$ cat src/rtl/pipe_ctrl_if.sv
// Control bundle between the execute stage, memory bus and the pipeline controller.
// The controller is the slave; the pipeline datapath (or a bench) drives the master side.
interface pipe_ctrl_if;
    logic        jump_en_i;
    logic [31:0] jump_addr_i;
    logic        hold_flag_ex_i;
    logic        hold_bus_i;
    logic        pc_jump_en_o;
    logic [31:0] pc_jump_addr_o;
    logic        hold_pc_o;
    logic        hold_if_id_o;
    logic        hold_id_ex_o;
    logic        flush_if_id_o;
    logic        flush_id_ex_o;
    logic        stall_timeout_o;

    modport slave (
        input  jump_en_i, jump_addr_i, hold_flag_ex_i, hold_bus_i,
        output pc_jump_en_o, pc_jump_addr_o, hold_pc_o, hold_if_id_o,
               hold_id_ex_o, flush_if_id_o, flush_id_ex_o, stall_timeout_o
    );

    modport master (
        output jump_en_i, jump_addr_i, hold_flag_ex_i, hold_bus_i,
        input  pc_jump_en_o, pc_jump_addr_o, hold_pc_o, hold_if_id_o,
               hold_id_ex_o, flush_if_id_o, flush_id_ex_o, stall_timeout_o
    );
endinterface

$ cat src/rtl/pipe_ctrl.sv
// Pipeline controller for the IF/ID/EX core: jump issue with flush windows,
// bus-wait freezing with deferred jumps, and a sticky execute-stall timeout flag.
module pipe_ctrl #(
    parameter int FLUSH_CYCLES  = 1,
    parameter int STALL_TIMEOUT = 64
) (
    input  logic        clk,
    input  logic        rst,
    pipe_ctrl_if.slave  ctl
);
    localparam int STALL_W_RAW = $clog2(STALL_TIMEOUT + 1);
    localparam int STALL_W     = (STALL_W_RAW < 1) ? 1 : STALL_W_RAW;
    localparam logic [3:0]         FLUSH_INIT  = 4'(FLUSH_CYCLES - 1);
    localparam logic [STALL_W-1:0] STALL_MAX   = '1;
    localparam logic [STALL_W-1:0] STALL_LIMIT = STALL_W'(STALL_TIMEOUT);

    typedef enum logic [1:0] {S_IDLE, S_STALL, S_BUS, S_FLUSH} state_t;

    state_t               r_state,         w_state_next;
    logic [3:0]           r_flush_cnt,     w_flush_cnt_next;
    logic [STALL_W-1:0]   r_stall_cnt,     w_stall_cnt_next;
    logic                 r_pend_valid,    w_pend_valid_next;
    logic [31:0]          r_pend_addr,     w_pend_addr_next;
    logic                 r_stall_timeout, w_stall_timeout_next;

    logic        w_issue;
    logic [31:0] w_issue_addr;
    logic        w_run_stall;
    logic        w_freeze;
    logic        w_hold_pc_only;
    logic        w_flush;

    always_comb begin
        w_state_next         = r_state;
        w_flush_cnt_next     = r_flush_cnt;
        w_stall_cnt_next     = '0;
        w_pend_valid_next    = r_pend_valid;
        w_pend_addr_next     = r_pend_addr;
        w_stall_timeout_next = r_stall_timeout;
        w_issue              = 1'b0;
        w_issue_addr         = 32'h0;
        w_run_stall          = 1'b0;
        w_freeze             = 1'b0;
        w_hold_pc_only       = 1'b0;
        w_flush              = 1'b0;

        case (r_state)
            S_IDLE, S_STALL, S_BUS: begin
                if (ctl.hold_bus_i) begin
                    w_freeze     = 1'b1;
                    w_state_next = S_BUS;
                    // First captured jump wins; later ones during the same wait are dropped.
                    if (ctl.jump_en_i && !r_pend_valid) begin
                        w_pend_valid_next = 1'b1;
                        w_pend_addr_next  = ctl.jump_addr_i;
                    end
                end else if (r_pend_valid) begin
                    w_issue           = 1'b1;
                    w_issue_addr      = r_pend_addr;
                    w_pend_valid_next = 1'b0;
                end else if (ctl.jump_en_i) begin
                    w_issue      = 1'b1;
                    w_issue_addr = ctl.jump_addr_i;
                end else if (ctl.hold_flag_ex_i) begin
                    w_run_stall = 1'b1;
                end else begin
                    w_state_next = S_IDLE;
                end
            end
            S_FLUSH: begin
                w_flush = 1'b1;
                if (ctl.hold_bus_i) begin
                    w_hold_pc_only = 1'b1;
                end else begin
                    w_flush_cnt_next = r_flush_cnt - 4'd1;
                    if (r_flush_cnt == 4'd1) begin
                        w_state_next = S_IDLE;
                    end
                end
            end
            default: w_state_next = S_IDLE;
        endcase

        if (w_issue) begin
            w_flush = 1'b1;
            if (FLUSH_CYCLES > 1) begin
                w_state_next     = S_FLUSH;
                w_flush_cnt_next = FLUSH_INIT;
            end else begin
                w_state_next = S_IDLE;
            end
        end

        if (w_run_stall) begin
            w_freeze         = 1'b1;
            w_state_next     = S_STALL;
            w_stall_cnt_next = (r_stall_cnt == STALL_MAX) ? r_stall_cnt : r_stall_cnt + 1'b1;
            if ((STALL_TIMEOUT != 0) && (w_stall_cnt_next >= STALL_LIMIT)) begin
                w_stall_timeout_next = 1'b1;
            end
        end
    end

    always_ff @(posedge clk) begin
        if (rst) begin
            r_state         <= S_IDLE;
            r_flush_cnt     <= 4'd0;
            r_stall_cnt     <= '0;
            r_pend_valid    <= 1'b0;
            r_pend_addr     <= 32'h0;
            r_stall_timeout <= 1'b0;
        end else begin
            r_state         <= w_state_next;
            r_flush_cnt     <= w_flush_cnt_next;
            r_stall_cnt     <= w_stall_cnt_next;
            r_pend_valid    <= w_pend_valid_next;
            r_pend_addr     <= w_pend_addr_next;
            r_stall_timeout <= w_stall_timeout_next;
        end
    end

    // Outputs are silenced for the whole reset cycle, not just after the edge.
    assign ctl.pc_jump_en_o    = !rst && w_issue;
    assign ctl.pc_jump_addr_o  = rst ? 32'h0 : w_issue_addr;
    assign ctl.hold_pc_o       = !rst && (w_freeze || w_hold_pc_only);
    assign ctl.hold_if_id_o    = !rst && w_freeze;
    assign ctl.hold_id_ex_o    = !rst && w_freeze;
    assign ctl.flush_if_id_o   = !rst && w_flush;
    assign ctl.flush_id_ex_o   = !rst && w_flush;
    assign ctl.stall_timeout_o = !rst && r_stall_timeout;
endmodule

$ cat src/flat_wrapper.sv
// flat-port wrapper written by rule: the top's interface ports become plain ports
module pipe_ctrl_flat 
#(
    parameter int FLUSH_CYCLES  = 1,
    parameter int STALL_TIMEOUT = 64
)
  (clk, rst, ctl_jump_en_i, ctl_jump_addr_i, ctl_hold_flag_ex_i, ctl_hold_bus_i, ctl_pc_jump_en_o, ctl_pc_jump_addr_o, ctl_hold_pc_o, ctl_hold_if_id_o, ctl_hold_id_ex_o, ctl_flush_if_id_o, ctl_flush_id_ex_o, ctl_stall_timeout_o);
  pipe_ctrl_if ctl_i ();
  input  logic clk;
  input  logic rst;
  input wire logic [$bits(ctl_i.jump_en_i)-1:0] ctl_jump_en_i;
  input wire logic [$bits(ctl_i.jump_addr_i)-1:0] ctl_jump_addr_i;
  input wire logic [$bits(ctl_i.hold_flag_ex_i)-1:0] ctl_hold_flag_ex_i;
  input wire logic [$bits(ctl_i.hold_bus_i)-1:0] ctl_hold_bus_i;
  output wire logic [$bits(ctl_i.pc_jump_en_o)-1:0] ctl_pc_jump_en_o;
  output wire logic [$bits(ctl_i.pc_jump_addr_o)-1:0] ctl_pc_jump_addr_o;
  output wire logic [$bits(ctl_i.hold_pc_o)-1:0] ctl_hold_pc_o;
  output wire logic [$bits(ctl_i.hold_if_id_o)-1:0] ctl_hold_if_id_o;
  output wire logic [$bits(ctl_i.hold_id_ex_o)-1:0] ctl_hold_id_ex_o;
  output wire logic [$bits(ctl_i.flush_if_id_o)-1:0] ctl_flush_if_id_o;
  output wire logic [$bits(ctl_i.flush_id_ex_o)-1:0] ctl_flush_id_ex_o;
  output wire logic [$bits(ctl_i.stall_timeout_o)-1:0] ctl_stall_timeout_o;
  assign ctl_i.jump_en_i = ctl_jump_en_i;
  assign ctl_i.jump_addr_i = ctl_jump_addr_i;
  assign ctl_i.hold_flag_ex_i = ctl_hold_flag_ex_i;
  assign ctl_i.hold_bus_i = ctl_hold_bus_i;
  assign ctl_pc_jump_en_o = ctl_i.pc_jump_en_o;
  assign ctl_pc_jump_addr_o = ctl_i.pc_jump_addr_o;
  assign ctl_hold_pc_o = ctl_i.hold_pc_o;
  assign ctl_hold_if_id_o = ctl_i.hold_if_id_o;
  assign ctl_hold_id_ex_o = ctl_i.hold_id_ex_o;
  assign ctl_flush_if_id_o = ctl_i.flush_if_id_o;
  assign ctl_flush_id_ex_o = ctl_i.flush_id_ex_o;
  assign ctl_stall_timeout_o = ctl_i.stall_timeout_o;
  pipe_ctrl #(.FLUSH_CYCLES(FLUSH_CYCLES), .STALL_TIMEOUT(STALL_TIMEOUT)) u_core (.clk(clk), .rst(rst), .ctl(ctl_i));
endmodule
$ cat config.mk
export PLATFORM = sky130hd
export DESIGN_NAME = pipe_ctrl_flat
export DESIGN_NICKNAME = d
export VERILOG_FILES = /design/src/rtl/pipe_ctrl_if.sv /design/src/rtl/pipe_ctrl.sv /design/src/flat_wrapper.sv
export SDC_FILE = /design/constraint.sdc
export NUM_CORES = 1
export LEC_CHECK = 0
export ABC_AREA = 1
export ABC_CLOCK_PERIOD_IN_PS = 2600
export BUFFER_PORTS_ARGS = -buffer_cell sky130_fd_sc_hd__buf_2
export CORE_MARGIN = 1
export CORE_UTILIZATION = 54
export DETAILED_ROUTE_END_ITERATION = 6
export GPL_TIMING_DRIVEN = 1
export PLACE_DENSITY_LB_ADDON = 0.3
export SETUP_SLACK_MARGIN = 0.3
export SLEW_MARGIN = 10
export SYNTH_ARGS = -nofsm -noshare
export SYNTH_HDL_FRONTEND = slang
export SYNTH_SLANG_ARGS = --single-unit
$ cat constraint.sdc
create_clock -name clk -period 2.6 [get_ports clk]
set_input_delay 0.52 -clock clk [delete_from_list [all_inputs] [get_ports clk]]
set_output_delay 0.52 -clock clk [all_outputs]
set_load 0.02 [all_outputs]
# Word level (Yosys, flattened, before mapping)
# Index checks and enable logic that the tools add are counted.
[word_totals]
inputBits = 37
output_inout_bits = 39
ff_bits = 47
elab_cells = 79
[op_classes]
n_lt_le_gt_ge = 1
n_addsub = 2
n_bitwise = 2
n_eq_ne = 16
muxes = 32
reduce_logical = 19
[op_table]
columns = ["cell", "n"]
rows = [
  ["32-bit two-way mux", 5],
  ["1-bit two-way mux", 19],
  ["2-bit two-way mux", 6],
  ["5-bit by 3-bit inequality test with 1-bit output, second input constant", 2],
  ["5-bit AND reduction", 2],
  ["3-bit inequality test, second input constant", 3],
  ["7-bit by 1-bit adder with 7-bit output, second input constant", 1],
  ["7-bit == test, second input constant", 1],
  ["7-bit greater-or-equal comparator, second input constant", 1],
  ["7-bit two-way mux", 1],
  ["1-bit logical AND", 6],
  ["2-bit AND reduction", 3],
  ["3-bit OR reduction", 2],
  ["5-bit inequality test, second input constant", 1],
  ["2-bit == test, second input constant", 2],
  ["4-bit by 1-bit == test with 1-bit output, second input constant", 1],
  ["2-bit by 1-bit inequality test with 1-bit output, second input constant", 2],
  ["4-bit by 1-bit inequality test with 1-bit output, second input constant", 1],
  ["4-bit by 2-bit inequality test with 1-bit output, second input constant", 1],
  ["2-bit case mux with 2 select lines", 1],
  ["4-bit by 1-bit subtractor with 4-bit output, second input constant", 1],
  ["3-bit AND reduction", 1],
  ["2-bit by 1-bit == test with 1-bit output, second input constant", 1],
  ["1-bit logical NOT", 2],
  ["other kinds (5)", 6],
]

# Longest topological paths before layout
[logic_depth]
depth_word = 8
ltp_mapped = 8
ltp_nobuf = 7

# Least setup slack after synthesis
# No wires, ideal clock.
[synth_timing]
kind = "in2out"
startpoint = "input rst"
endpoint = "output ctl_hold_if_id_o"
arrival_ps = 1662
required_ps = 2080
path_slack_ps = 418
n_path_buf = 3
cell_stages = 8
cell_sequence = "buf_2 inv_2 buf_6 nand2_1 nor2_4 inv_2 o21ai_0 buf_4"
[synth_between]
elab_chain_cells = 2
[synth_rtl]
columns = ["element", "line", "text"]
rows = [
  ["from (decl)", "flat_wrapper.sv:10", "input logic rst;"],
  ["1-bit logical NOT", "--", ""],
  ["1-bit logical AND", "--", ""],
  ["to (decl)", "flat_wrapper.sv:18", "output wire logic [$bits(ctl_i.hold_if_id_o)-1:0] ctl_hold_if_id_o;"],
]
# Every way passes these cells.

# Final worst setup path
[layout_timing]
startpoint = "input rst"
endpoint = "output ctl_hold_id_ex_o"
[layout_between]
elab_chain_cells = 2
[layout_rtl]
columns = ["element", "line", "text"]
rows = [
  ["1-bit logical NOT", "pipe_ctrl.sv:127", "assign ctl.hold_id_ex_o = !rst && w_freeze;"],
  ["1-bit logical AND", "pipe_ctrl.sv:127", ""],
  ["to (decl)", "flat_wrapper.sv:19", "output wire logic [$bits(ctl_i.hold_id_ex_o)-1:0] ctl_hold_id_ex_o;"],
]
# Every way passes these cells.

==> metrics.txt <==
outcome complete, no violations; register bit total from synthesis 47; post-route cell area 0.002760 sq mm; worst skew pair latency ~300 ps; GPL Wtd Cong 0.7818; Final setup violation count 0; Yosys top cell area share between 40% and 50%; worst path required time 2080 ps; placed cell areas ~0.0026 sq mm; Hold Buf Count CTS 0; static leakage 1.322 nW; io pins 76; clock sink count 47; fin util 68.02%; placed cells 430; initial antenna violation count 0; # rows 23; Max-slew headroom a little over three fifths; final wirelength 5356 um; Seq/Total Area, Yosys 40.60%; DRT antenna net count 0; die height between 60 and 70 um; Initial Util 57.11%; Hold WC Path Type in2reg; Area Overhead vs Synth 19.11%; FFs w/ async S/R, synth 0%; Longest Clk Path Bufs 2; hold slack final 482.8 ps; number of library cell types mapped by synthesis 27; nets 428; vias in the first global route 1913; synth warn 0; achievable clock frequency 0.4648 GHz; Final Skew 9.314 ps; Setup crit start kind input pin; final hold vios 0; DR vias/cell 5.278; die area 0.004557 sq mm; Syn Area/Cell 7.130 sq um; pre-CTS WS approximately 220 ps; drt drc 0; Root Buffer Master clkbuf_8; crit-path max FO 20; VDD IR max 0.3631 mV; Die Wd 67.51 um; largest net degree at the start of global routing 35; worst setup path endpoint ctl_hold_id_ex_o; First-pass DRT Iterations 4; I/O Buffers 75; largest cells by area after synthesis dfxtp_1 41%, nor2_1 19%, a22oi_1 10%, o21ai_0 8.0%, inv_1 3.1%; unrepaired setup endpoints after global routing false; Detail Placement HPWL 3361 um; total chip power 1.486 mW; TritonCTS buffer count 5; Worst-Margin Slew 562.5 ps; H-tree lvl count 2; FF-to-FF Start u_core.r_pend_valid; most common flop cell mapped by yosys dfxtp_1; Synthesized Nets 365; CP arrival ~1600 ps; Syn Inst Count roughly 330; remaining global-route overflow 0; reg2reg end u_core.r_pend_addr[0]; first-pass GRT wire length about 8300 um; CP startpoint rst; Vias 2317; Max-Cap Viols 0; Reg2Reg Depth 5; total track usage 23.87%; Core Region 0.004058 sq mm; Diodes inserted 0; crit share post-route 82.75%; layout cell share with drive strength beyond 1 approximately a quarter; initial DRC count 221; fin cells 439; Worst Setup Slack, final 448.4 ps; critical path class in2out; CTS tree done; Final Max Slew Viols 0; Post-CTS Setup Inserts 0; Clock transition at path regs 90 ps; Cell Area, Synth about 0.0023 sq mm; PwrDens around 540 mW/mm^2; top cell type by total area after synthesis dfxtp_1; setup_tns 0 ps; number of synthesized flops with an enable pin 0; Reg2Reg Setup Slack slightly above 900 ps; WL/cell 12.20 um; min Tclk post-route between 2000 and 2500 ps; CP Capture Type output port
==> sequential cells by signal, summed over array words and instances (netlist names), named ones only <==
register / flops
u_core.r_flush_cnt: 4
u_core.r_pend_addr: 32
u_core.r_pend_valid: 1
u_core.r_stall_cnt: 5
u_core.r_stall_timeout: 1
u_core.r_state: 2
==> timing repair <==
item,CTS,global route
pin swaps,0,1
gates resized for setup,1,5
setup endpoints to repair,17,37
gates cloned,0,1
==> metal layers <==
| metal | track usage [%] | vias up | wire [um] |
|---|---|---|---|
| li1 | - | 1193 | - |
| met1 | 30.63 | 1040 | 2415 |
| met2 | 38.86 | 78 | 2480 |
| met3 | 6.081 | 6 | 406 |
| met4 | 7.447 | 0 | 54 |
| met5 | 0 | - | 0 |
==> placed cells by master, fill, tap and decap left out, drive strengths merged <==
cell,n
nor2,118
buf,78
dfxtp,47
o21ai,39
a22oi,32
nand2,22
inv,21
nand3,9
clkbuf,7
a21oi,5
ha,3
clkinv,2
o22ai,1
nand4,1
or2,1
xor2,1
nor3b,1
nor3,1
==> power by group <==
part           switching, mW  total, mW  internal [mW]
logic                  0.157      0.247         0.0899
clock network          0.242      0.460          0.218
registers             0.0208      0.779          0.758
total                  0.420       1.49           1.07
==> kinds of logic (layout without fill, tap and decap cells) <==
| kind of cell | Yosys count | in the layout | share of synthesized area [%] |
|---|---|---|---|
| compound gates | 77 | 77 | 20.30 |
| xor+xnor | 1 | 1 | 0.3780 |
| simple gates | 152 | 153 | 27.43 |
| flops | 47 | 47 | 40.60 |
| buf+inv | 45 | 108 | 9.665 |
| fa+ha+maj | 3 | 3 | 1.620 |
==> layout make-up <==
cell class	instances	area [sq um]
Sequential cell	47	940.9
Multi-Input combinational cell	234	1176
Fill cell	342	1297
Inverter	22	83.83
Clock buffer	7	86.33
Timing Repair Buffer	78	401.6
Clock inverter	1	8.758
Tap cell	50	62.56
==> worst min-delay path by stage <==
stage                     cells past startpoint                   start                     end  slack, ps
after floorplan                               2  u_core.r_stall_timeout  u_core.r_stall_timeout        450
after global placement                        2  u_core.r_pend_addr[19]  u_core.r_pend_addr[19]        460
after detailed placement                      2  u_core.r_pend_addr[28]  u_core.r_pend_addr[28]        470
after CTS                                     2                     rst     u_core.r_pend_valid        470
after global routing                          3     ctl_jump_addr_i[27]  u_core.r_pend_addr[27]        480
final                                         3     ctl_jump_addr_i[23]  u_core.r_pend_addr[23]        480
==> critical path, stage by stage <==
cell	delay (ps)
buf_2	150
clkinv_2	220
nand2_1	140
nor2_4	220
inv_2	70
o21ai_0	100
buf_2	200
==> cells in the mapped netlist (2+ instances only) <==
library cell    n
nand2_1        19
buf_2           8
o21ai_0        37
dfxtp_1        47
buf_4           2
a21oi_1         5
clkbuf_1        8
nand3_1         8
ha_1            3
inv_1          19
a22oi_1        32
inv_2           3
nand2_2         2
nor2_1        115
buf_6           5
(Power assumes the default switching activity.)
